<file path="config.mk">
export PLATFORM = sky130hd
export DESIGN_NAME = pipe_ctrl_flat
export DESIGN_NICKNAME = d
export VERILOG_FILES = /design/src/rtl/pipe_ctrl_pkg.sv /design/src/rtl/pipe_ctrl_if.sv /design/src/rtl/pipe_ctrl.sv /design/src/flat_wrapper.sv
export SDC_FILE = /design/constraint.sdc
export NUM_CORES = 1
export LEC_CHECK = 0
export BUFFER_PORTS_ARGS = -buffer_cell sky130_fd_sc_hd__buf_2
export CORE_MARGIN = 4
export CORE_UTILIZATION = 40
export DETAILED_ROUTE_END_ITERATION = 12
export PLACE_DENSITY = 0.65
export SYNTH_ARGS = -nofsm -noshare
export SYNTH_HDL_FRONTEND = slang
export SYNTH_SLANG_ARGS = --single-unit
</file>
<file path="constraint.sdc">
create_clock -name clk -period 2.19 [get_ports clk]
set_input_delay 0.657 -clock clk [delete_from_list [all_inputs] [get_ports clk]]
set_output_delay 0.657 -clock clk [all_outputs]
set_load 0.05 [all_outputs]
</file>
<file path="src/rtl/pipe_ctrl_pkg.sv">
`default_nettype none
// ============================================================================
// Module      : pipe_ctrl_pkg
// Description : Shared definitions for the pipeline stall/flush controller.
//               Holds the stall-vector codes, the controller state encoding
//               and a helper that resolves the two lowest-priority hold
//               requests (ID load-use, IF fetch wait).
//               Stall bit order: [0]PC [1]IF [2]ID [3]EX [4]MEM [5]WB.
// Revision    : 1.0 - initial release
// ============================================================================
package pipe_ctrl_pkg;

   // Default widths / limits, used as parameter defaults by the controller
   localparam int c_MC_CNT_W = 4;
   localparam int c_MEM_TMO  = 16;

   // Stall codes: a stage register bubbles when its own bit is 1 and the
   // bit of the next stage is 0, so each code holds everything up to and
   // including the requesting stage and bubbles the stage after it.
   localparam logic [5:0] c_STALL_NONE = 6'b000000;
   localparam logic [5:0] c_STALL_IF   = 6'b000011;
   localparam logic [5:0] c_STALL_ID   = 6'b000111;
   localparam logic [5:0] c_STALL_EX   = 6'b001111;
   localparam logic [5:0] c_STALL_MEM  = 6'b011111;

   // Controller states
   typedef enum logic [1:0] {
      ST_RUN      = 2'd0,
      ST_EX_MC    = 2'd1,
      ST_MEM_WAIT = 2'd2
   } pipe_state_e;

   // ID beats IF. An input that is not a clean 1 is treated as "no request",
   // so undefined inputs resolve to no stall.
   function automatic logic [5:0] low_prio_stall(input logic id_req,
                                                 input logic if_req);
      logic [5:0] code;
      code = c_STALL_NONE;
      if (id_req) begin
         code = c_STALL_ID;
      end else if (if_req) begin
         code = c_STALL_IF;
      end
      return code;
   endfunction

endpackage : pipe_ctrl_pkg
`default_nettype wire

</file>
<file path="src/rtl/pipe_ctrl_if.sv">
`default_nettype none
// ============================================================================
// Module      : pipe_ctrl_if
// Description : Request/response bundle between the pipeline stages and the
//               stall/flush controller.
//               master : pipeline side (drives hold requests, gets stall)
//               slave  : controller side
//   if_req        IF not ready (fetch wait)
//   id_req        ID load-use hazard
//   ex_mc_start   EX begins a multi-cycle op
//   ex_mc_cycles  total EX occupancy N of that op
//   mem_req       MEM has a bus access outstanding
//   mem_ack       bus completes the access this cycle
//   flush_req     mispredict / exception, kill younger stages
//   stall[5:0]    per-stage hold vector
//   flush         one-cycle flush strobe
//   ex_mc_done    final occupancy cycle of a multi-cycle op
//   bus_err       one-cycle MEM wait timeout pulse
// Revision    : 1.0 - initial release
// ============================================================================
interface pipe_ctrl_if #(
   parameter int MC_CNT_W = 4
);
   logic                if_req;
   logic                id_req;
   logic                ex_mc_start;
   logic [MC_CNT_W-1:0] ex_mc_cycles;
   logic                mem_req;
   logic                mem_ack;
   logic                flush_req;
   logic [5:0]          stall;
   logic                flush;
   logic                ex_mc_done;
   logic                bus_err;

   modport master (
      output if_req, id_req, ex_mc_start, ex_mc_cycles,
             mem_req, mem_ack, flush_req,
      input  stall, flush, ex_mc_done, bus_err
   );

   modport slave (
      input  if_req, id_req, ex_mc_start, ex_mc_cycles,
             mem_req, mem_ack, flush_req,
      output stall, flush, ex_mc_done, bus_err
   );
endinterface : pipe_ctrl_if
`default_nettype wire

</file>
<file path="src/rtl/pipe_ctrl.sv">
`default_nettype none
// ============================================================================
// Module      : pipe_ctrl
// Description : Central stall/flush controller for the 6-stage pipeline
//               (PC, IF, ID, EX, MEM, WB). Merges per-stage hold requests,
//               sequences multi-cycle EX ops and MEM bus waits, and drives
//               the shared stall vector plus a flush strobe.
//               Priority: flush > MEM > EX multi-cycle > ID > IF.
// Ports       :
//   clk   in   single clock, state updates on posedge
//   rst   in   asynchronous, active-low reset
//   bus   slave modport of pipe_ctrl_if (requests in, stall/flush out)
// Parameters  :
//   MC_CNT_W  width of the multi-cycle length field and its counter
//   MEM_TMO   consecutive MEM wait cycles before a bus timeout
// Revision    : 1.0 - initial release
// ============================================================================
module pipe_ctrl
   import pipe_ctrl_pkg::*;
#(
   parameter int MC_CNT_W = c_MC_CNT_W,
   parameter int MEM_TMO  = c_MEM_TMO
) (
   input  wire logic   clk,
   input  wire logic   rst,
   pipe_ctrl_if.slave  bus
);

   localparam int                TMO_W      = (MEM_TMO > 1) ? $clog2(MEM_TMO) : 1;
   localparam logic [TMO_W-1:0]  c_TMO_LAST = TMO_W'(MEM_TMO - 1);
   localparam logic [MC_CNT_W-1:0] c_MC_ONE = MC_CNT_W'(1);

   // ------------------------------------------------------------------
   // State
   // ------------------------------------------------------------------
   pipe_state_e          r_state;
   pipe_state_e          r_ret_state;   // state to resume once a MEM wait ends
   logic [MC_CNT_W-1:0]  r_mc_cnt;      // EX occupancy cycles still to go
   logic [TMO_W-1:0]     r_tmo_cnt;     // consecutive MEM wait cycles so far

   pipe_state_e          w_state_nxt;
   pipe_state_e          w_ret_nxt;
   pipe_state_e          w_eff_state;
   logic [MC_CNT_W-1:0]  w_mc_cnt_nxt;
   logic [TMO_W-1:0]     w_tmo_nxt;

   logic                 w_mem_wait;
   logic                 w_timeout;
   logic                 w_flush;
   logic [5:0]           w_stall;
   logic                 w_done;

   always_ff @(posedge clk or negedge rst) begin
      if (!rst) begin
         r_state     <= ST_RUN;
         r_ret_state <= ST_RUN;
         r_mc_cnt    <= '0;
         r_tmo_cnt   <= '0;
      end else begin
         r_state     <= w_state_nxt;
         r_ret_state <= w_ret_nxt;
         r_mc_cnt    <= w_mc_cnt_nxt;
         r_tmo_cnt   <= w_tmo_nxt;
      end
   end

   // ------------------------------------------------------------------
   // Next state and outputs
   // ------------------------------------------------------------------
   always_comb begin
      w_state_nxt  = r_state;
      w_ret_nxt    = r_ret_state;
      w_mc_cnt_nxt = r_mc_cnt;
      w_tmo_nxt    = r_tmo_cnt;
      w_stall      = c_STALL_NONE;
      w_done       = 1'b0;

      // An ack without a request is meaningless and simply ignored here.
      w_mem_wait = bus.mem_req & ~bus.mem_ack;
      w_timeout  = w_mem_wait && (r_tmo_cnt == c_TMO_LAST);
      w_flush    = bus.flush_req | w_timeout;

      // MEM_WAIT only wraps the state it interrupted; once the wait is
      // over, that cycle already behaves as the resumed state so no cycle
      // of EX progress is lost on the ack.
      w_eff_state = (r_state == ST_MEM_WAIT) ? r_ret_state : r_state;

      if (w_flush) begin
         // Kills any in-flight multi-cycle op without a done pulse.
         w_state_nxt  = ST_RUN;
         w_ret_nxt    = ST_RUN;
         w_mc_cnt_nxt = '0;
         w_tmo_nxt    = '0;
      end else if (w_mem_wait) begin
         // EX counter frozen; lower-priority requests are not remembered.
         w_stall     = c_STALL_MEM;
         w_tmo_nxt   = r_tmo_cnt + 1'b1;
         w_state_nxt = ST_MEM_WAIT;
         w_ret_nxt   = w_eff_state;
      end else begin
         w_tmo_nxt   = '0;
         w_state_nxt = w_eff_state;
         case (w_eff_state)
            ST_EX_MC: begin
               if (r_mc_cnt <= c_MC_ONE) begin
                  // Last occupancy cycle: EX releases, ID/IF may hold.
                  w_done       = 1'b1;
                  w_mc_cnt_nxt = '0;
                  w_state_nxt  = ST_RUN;
                  w_stall      = low_prio_stall(bus.id_req, bus.if_req);
               end else begin
                  w_stall      = c_STALL_EX;
                  w_mc_cnt_nxt = r_mc_cnt - 1'b1;
               end
            end
            default: begin
               if (bus.ex_mc_start && (bus.ex_mc_cycles > c_MC_ONE)) begin
                  w_stall      = c_STALL_EX;
                  w_mc_cnt_nxt = bus.ex_mc_cycles - 1'b1;
                  w_state_nxt  = ST_EX_MC;
               end else begin
                  // A single-cycle op completes at once and holds nothing,
                  // so ID/IF requests still apply.
                  if (bus.ex_mc_start) begin
                     w_done = 1'b1;
                  end
                  w_state_nxt = ST_RUN;
                  w_stall     = low_prio_stall(bus.id_req, bus.if_req);
               end
            end
         endcase
      end
   end

   // Outputs are forced quiet while reset is asserted.
   assign bus.stall      = rst ? w_stall : c_STALL_NONE;
   assign bus.flush      = rst & w_flush;
   assign bus.ex_mc_done = rst & w_done;
   assign bus.bus_err    = rst & w_timeout;

endmodule : pipe_ctrl
`default_nettype wire
</file>
<file path="src/flat_wrapper.sv">
// flat-port wrapper written by rule: the top's interface ports become plain ports
module pipe_ctrl_flat import pipe_ctrl_pkg::*;
#(
   parameter int MC_CNT_W = c_MC_CNT_W,
   parameter int MEM_TMO  = c_MEM_TMO
)
  (clk, rst, bus_if_req, bus_id_req, bus_ex_mc_start, bus_ex_mc_cycles, bus_mem_req, bus_mem_ack, bus_flush_req, bus_stall, bus_flush, bus_ex_mc_done, bus_bus_err);
  pipe_ctrl_if #(.MC_CNT_W(MC_CNT_W)) bus_i ();
  input  wire logic clk;
  input  wire logic rst;
  input wire logic [$bits(bus_i.if_req)-1:0] bus_if_req;
  input wire logic [$bits(bus_i.id_req)-1:0] bus_id_req;
  input wire logic [$bits(bus_i.ex_mc_start)-1:0] bus_ex_mc_start;
  input wire logic [$bits(bus_i.ex_mc_cycles)-1:0] bus_ex_mc_cycles;
  input wire logic [$bits(bus_i.mem_req)-1:0] bus_mem_req;
  input wire logic [$bits(bus_i.mem_ack)-1:0] bus_mem_ack;
  input wire logic [$bits(bus_i.flush_req)-1:0] bus_flush_req;
  output wire logic [$bits(bus_i.stall)-1:0] bus_stall;
  output wire logic [$bits(bus_i.flush)-1:0] bus_flush;
  output wire logic [$bits(bus_i.ex_mc_done)-1:0] bus_ex_mc_done;
  output wire logic [$bits(bus_i.bus_err)-1:0] bus_bus_err;
  assign bus_i.if_req = bus_if_req;
  assign bus_i.id_req = bus_id_req;
  assign bus_i.ex_mc_start = bus_ex_mc_start;
  assign bus_i.ex_mc_cycles = bus_ex_mc_cycles;
  assign bus_i.mem_req = bus_mem_req;
  assign bus_i.mem_ack = bus_mem_ack;
  assign bus_i.flush_req = bus_flush_req;
  assign bus_stall = bus_i.stall;
  assign bus_flush = bus_i.flush;
  assign bus_ex_mc_done = bus_i.ex_mc_done;
  assign bus_bus_err = bus_i.bus_err;
  pipe_ctrl #(.MC_CNT_W(MC_CNT_W), .MEM_TMO(MEM_TMO)) u_core (.clk(clk), .rst(rst), .bus(bus_i));
endmodule
</file>
==> results.ini <==
[pwr]
power-per-cell-area_nw_per_um2 = 500.5
clock_power_share = 0.250
combinationalPowerShare = 0.406
switching_share = 0.3279
power.sequential.fraction = 0.344
switching_component_of_the_power_mw = 0.2327
power.internal_mw = 0.4768
leakage_nw = 0.6930
irDropWorstVdd_uv = 326.4

[cells_and_area]
register_area_um2 = 300.3
n_fill_cell = 143
final_core_util = 0.7226
antenna_cells = 0
postLayoutCellArea_um2 = 1418
areaGrowthSynthToFinish_pct = 70.89
area_of_the_multi_input_gates_um2 = 630.6
finalNetCount = 154
final_layout_size_suffix_gt1_frac = 0.5368

[logic_synthesis]
synth_top_cell_by_area = sky130_fd_sc_hd__dfrtp_1
syn_nets = 107
post_synth_instance_area_um2 = 829.5
synthesized_area_fraction_occupied_by_ao_oa_aoi_and_oai_cells = 0.1780
synth.area.top_cells = sky130_fd_sc_hd__dfrtp_1 36%, sky130_fd_sc_hd__ha_1 7.5%, sky130_fd_sc_hd__mux2i_1 7.2%
post_synth_cell_types = 33
sequential_share_of_the_synthesized_area = 0.3620
synth.top_cell.area_share = 0.3620
synthesis.yosys.warnings = 0
synth-simple-area-share = 0.1795
synth_commonest_cells = 12 x sky130_fd_sc_hd__dfrtp_1, 9 x sky130_fd_sc_hd__inv_1, 9 x sky130_fd_sc_hd__nor2_1
netlist_instances = 90
xor_and_xnor_fraction_of_the_mapped_netlist_area = 0.04223
synth_async_sr_flop_share = 1.000
synth_ff_type = sky130_fd_sc_hd__dfrtp_1
combinational_family_with_the_most_area_after_synthesis = simple AND/OR/NAND/NOR gates
synth.ff_latch_count = 12
syn-mean-instance-area_um2 = 9.217
post_synth_edffs = 0
yosys-mux-area-fraction = 0.09955
synthMostInstantiatedCell = sky130_fd_sc_hd__dfrtp_1
post_synthesis_share_of_cell_area_spent_on_full_adders_half_adders_and_majority_gates = 0.07541

[setup_path]
cp_num_buf_inv = 3
rrSetupSlack_ns = 0.50
path_class = in -> out
worstPathArrival_ns = 1.81
cp_slowest_cell = sky130_fd_sc_hd__o31a_1
timing.rr.end = u_core.r_mc_cnt[3]
biggest_fanout_along_the_worst_timing_path = 3
crit_path_max_incr_delay_ns = 0.28
ff2ff_path_depth = 6
critical_path.reg2reg.startpoint = u_core.r_mc_cnt[0]
start_kind = input port
path_delay_family = compound AO/OA/AOI/OAI gates
timing.critical_path.required_ns = 1.53
crit_chain = buf_8, inv_6, ha_4, nor2_4, o31a_1, mux2i_4, a31oi_4, buf_6
worst_setup_path_end_kind = output pin

[sta]
fmaxAchievable_mhz = 405.3
unrepaired_setup_endpoints_after_global_routing = yes
totalNegativeSetupSlack_ns = -1.335
post_route_skew_ns = 0.0005028
timing.final.crit_share = 1.127
report.final.hold_viol_count = 0
period_minus_slack_ns = 2.467
finalSetupViolations = 7
timing.final.ws_setup_ns = -0.2775
timing_max_transition_violations_final = 0

[floorplan]
die_width_um = 53.54
num_rows = 16
boundaryPins = 21
floorplan.initialDensity = 0.4228
die-height_um = 53.54
floorplan.core_area_um2 = 1962
die_area_um2 = 2867

[clocking]
cts.htree.levels = 1
cts_buffer_depth = 2
clkTransAtPathRegs_ns = 0.07
cts_sink_count = 12
cts_root_buf = sky130_fd_sc_hd__clkbuf_4
tritoncts = yes
clock_latency_ns = 0.28
cts_made_buffers = 3

[placement]
detailed_place_hpwl_um = 1519
globalplace.congestion = 0.8114
area_after_dpl_um2 = 1169
portBuffers = 19

[route]
dr.pass1.iters = 4
wl_per_cell_um = 12.37
drt-vias-per-instance = 5.049
antenna_left = 0
drt_drc_violations_left = 0
wirelength_um = 2016
vias = 823
detail_route.iter0.violations = 8

[global_route]
via_count_of_the_first_global_routing_pass = 852
grtUsageTotal = 0.1744
pin_count_of_the_biggest_net_entering_global_routing = 13
antenna_found_initial = 0
globalRoute.totalOverflow = 0
grt_pass1_wl_um = 3553

[status]
violations = setup timing
run_status = finished, violations left

[run]
cap_viol_max_count = 0

[worst_hold_path]
hold_class = in -> async

worst max path at each step:
stage / startpoint / endpoint / slack, ns / cells after the start
2_1_floorplan: bus_ex_mc_cycles[1] / bus_stall[1] / -0.37 / 7
3_3_place_gp: bus_ex_mc_cycles[1] / bus_stall[0] / -0.40 / 8
3_5_place_dp: bus_ex_mc_cycles[1] / bus_ex_mc_done / -0.45 / 8
4_1_cts: bus_ex_mc_cycles[0] / bus_stall[0] / -0.27 / 8
5_1_grt: bus_ex_mc_cycles[0] / bus_stall[1] / -0.31 / 8
6_report: bus_ex_mc_cycles[0] / bus_stall[0] / -0.28 / 8
through the flow:
| stage | hold WS (ns) | total power [mW] | instances | setup slack, ns |
|---|---|---|---|---|
| 6_report | 0.4044 | 0.7095 | 163 | -0.2775 |
| 5_1_grt | 0.4167 | 0.7552 | 163 | -0.3112 |
| 4_1_cts | 0.3953 | 0.6965 | 161 | -0.2700 |
| 3_5_place_dp | 0.4990 | 0.4797 | 153 | -0.4456 |
| 3_3_place_gp | 0.4732 | 0.4751 | 153 | -0.3989 |
| 2_1_floorplan | 0.3614 | 0.3932 | 90 | -0.3681 |
worst reg2reg max path: stages (launching register included):
cell                      delay [ns]
sky130_fd_sc_hd__dfrtp_1        0.41
sky130_fd_sc_hd__buf_4          0.15
sky130_fd_sc_hd__buf_4          0.12
sky130_fd_sc_hd__or4_1          0.50
sky130_fd_sc_hd__a22oi_1        0.20
sky130_fd_sc_hd__mux2i_1        0.10
sky130_fd_sc_hd__o32ai_1        0.12
power groups by stage:
stage	Combinational, mW	Clock, mW	Sequential (mW)
detailed placement	0.232	0	0.248
global placement	0.228	0	0.247
global route	0.314	0.195	0.246
CTS	0.275	0.179	0.243
finish	0.288	0.177	0.244
floorplan	0.147	0	0.247
sequential cells by signal, summed over array words and instances (netlist names):
name	flops
u_core.r_mc_cnt	4
u_core.r_tmo_cnt	4
u_core.r_state	2
u_core.r_ret_state	2
routing by layer:
layer,track usage,wire length (um)
met4,0.08936,31
met2,0.2816,982
met1,0.2155,879
met3,0.04155,122
met5,0,0
repair_timing:
action                                  CTS  global route
endpoints found under the setup margin    7             8
pin swaps                                10             4
setup buffers                             4             2
cloned                                    0             0
resized for setup                        32            11
hold endpoints to repair                  0             0
hold buffers                              0             0
cell type report:
class	instances	area share
clock buffers	4	0.02560
inverters	9	0.03619
multi-input cells	67	0.4448
flip-flops and latches	12	0.2118
well taps	27	0.02383
repair buffers	44	0.2577
kinds of logic (layout without fill, tap and decap cells):
group | count (synthesis) | count (layout)
fa+ha+maj | 5 | 5
other cells | 1 | 1
mux | 7 | 7
xor+xnor | 4 | 4
compound gates | 22 | 22
simple gates | 28 | 28
flops | 12 | 12
buf+inv | 11 | 57
cells in the final DEF, fill, tap and decap left out, types with 2 or more instances in the layout:
cell type	n
sky130_fd_sc_hd__buf_4	24
sky130_fd_sc_hd__nor2_1	6
sky130_fd_sc_hd__buf_8	2
sky130_fd_sc_hd__buf_2	7
sky130_fd_sc_hd__ha_1	2
sky130_fd_sc_hd__xor2_1	3
sky130_fd_sc_hd__nor2_4	2
sky130_fd_sc_hd__a21oi_1	3
sky130_fd_sc_hd__clkbuf_4	4
sky130_fd_sc_hd__and2_4	2
sky130_fd_sc_hd__mux2i_4	3
sky130_fd_sc_hd__mux2i_1	4
sky130_fd_sc_hd__dfrtp_1	12
sky130_fd_sc_hd__a21o_1	2
sky130_fd_sc_hd__ha_4	2
sky130_fd_sc_hd__o21ai_0	3
sky130_fd_sc_hd__o32ai_1	4
sky130_fd_sc_hd__inv_1	6
sky130_fd_sc_hd__buf_6	10
sky130_fd_sc_hd__nand2_4	2
sky130_fd_sc_hd__nand2_1	3
Note: power is estimated with default switching activity, not from simulation.
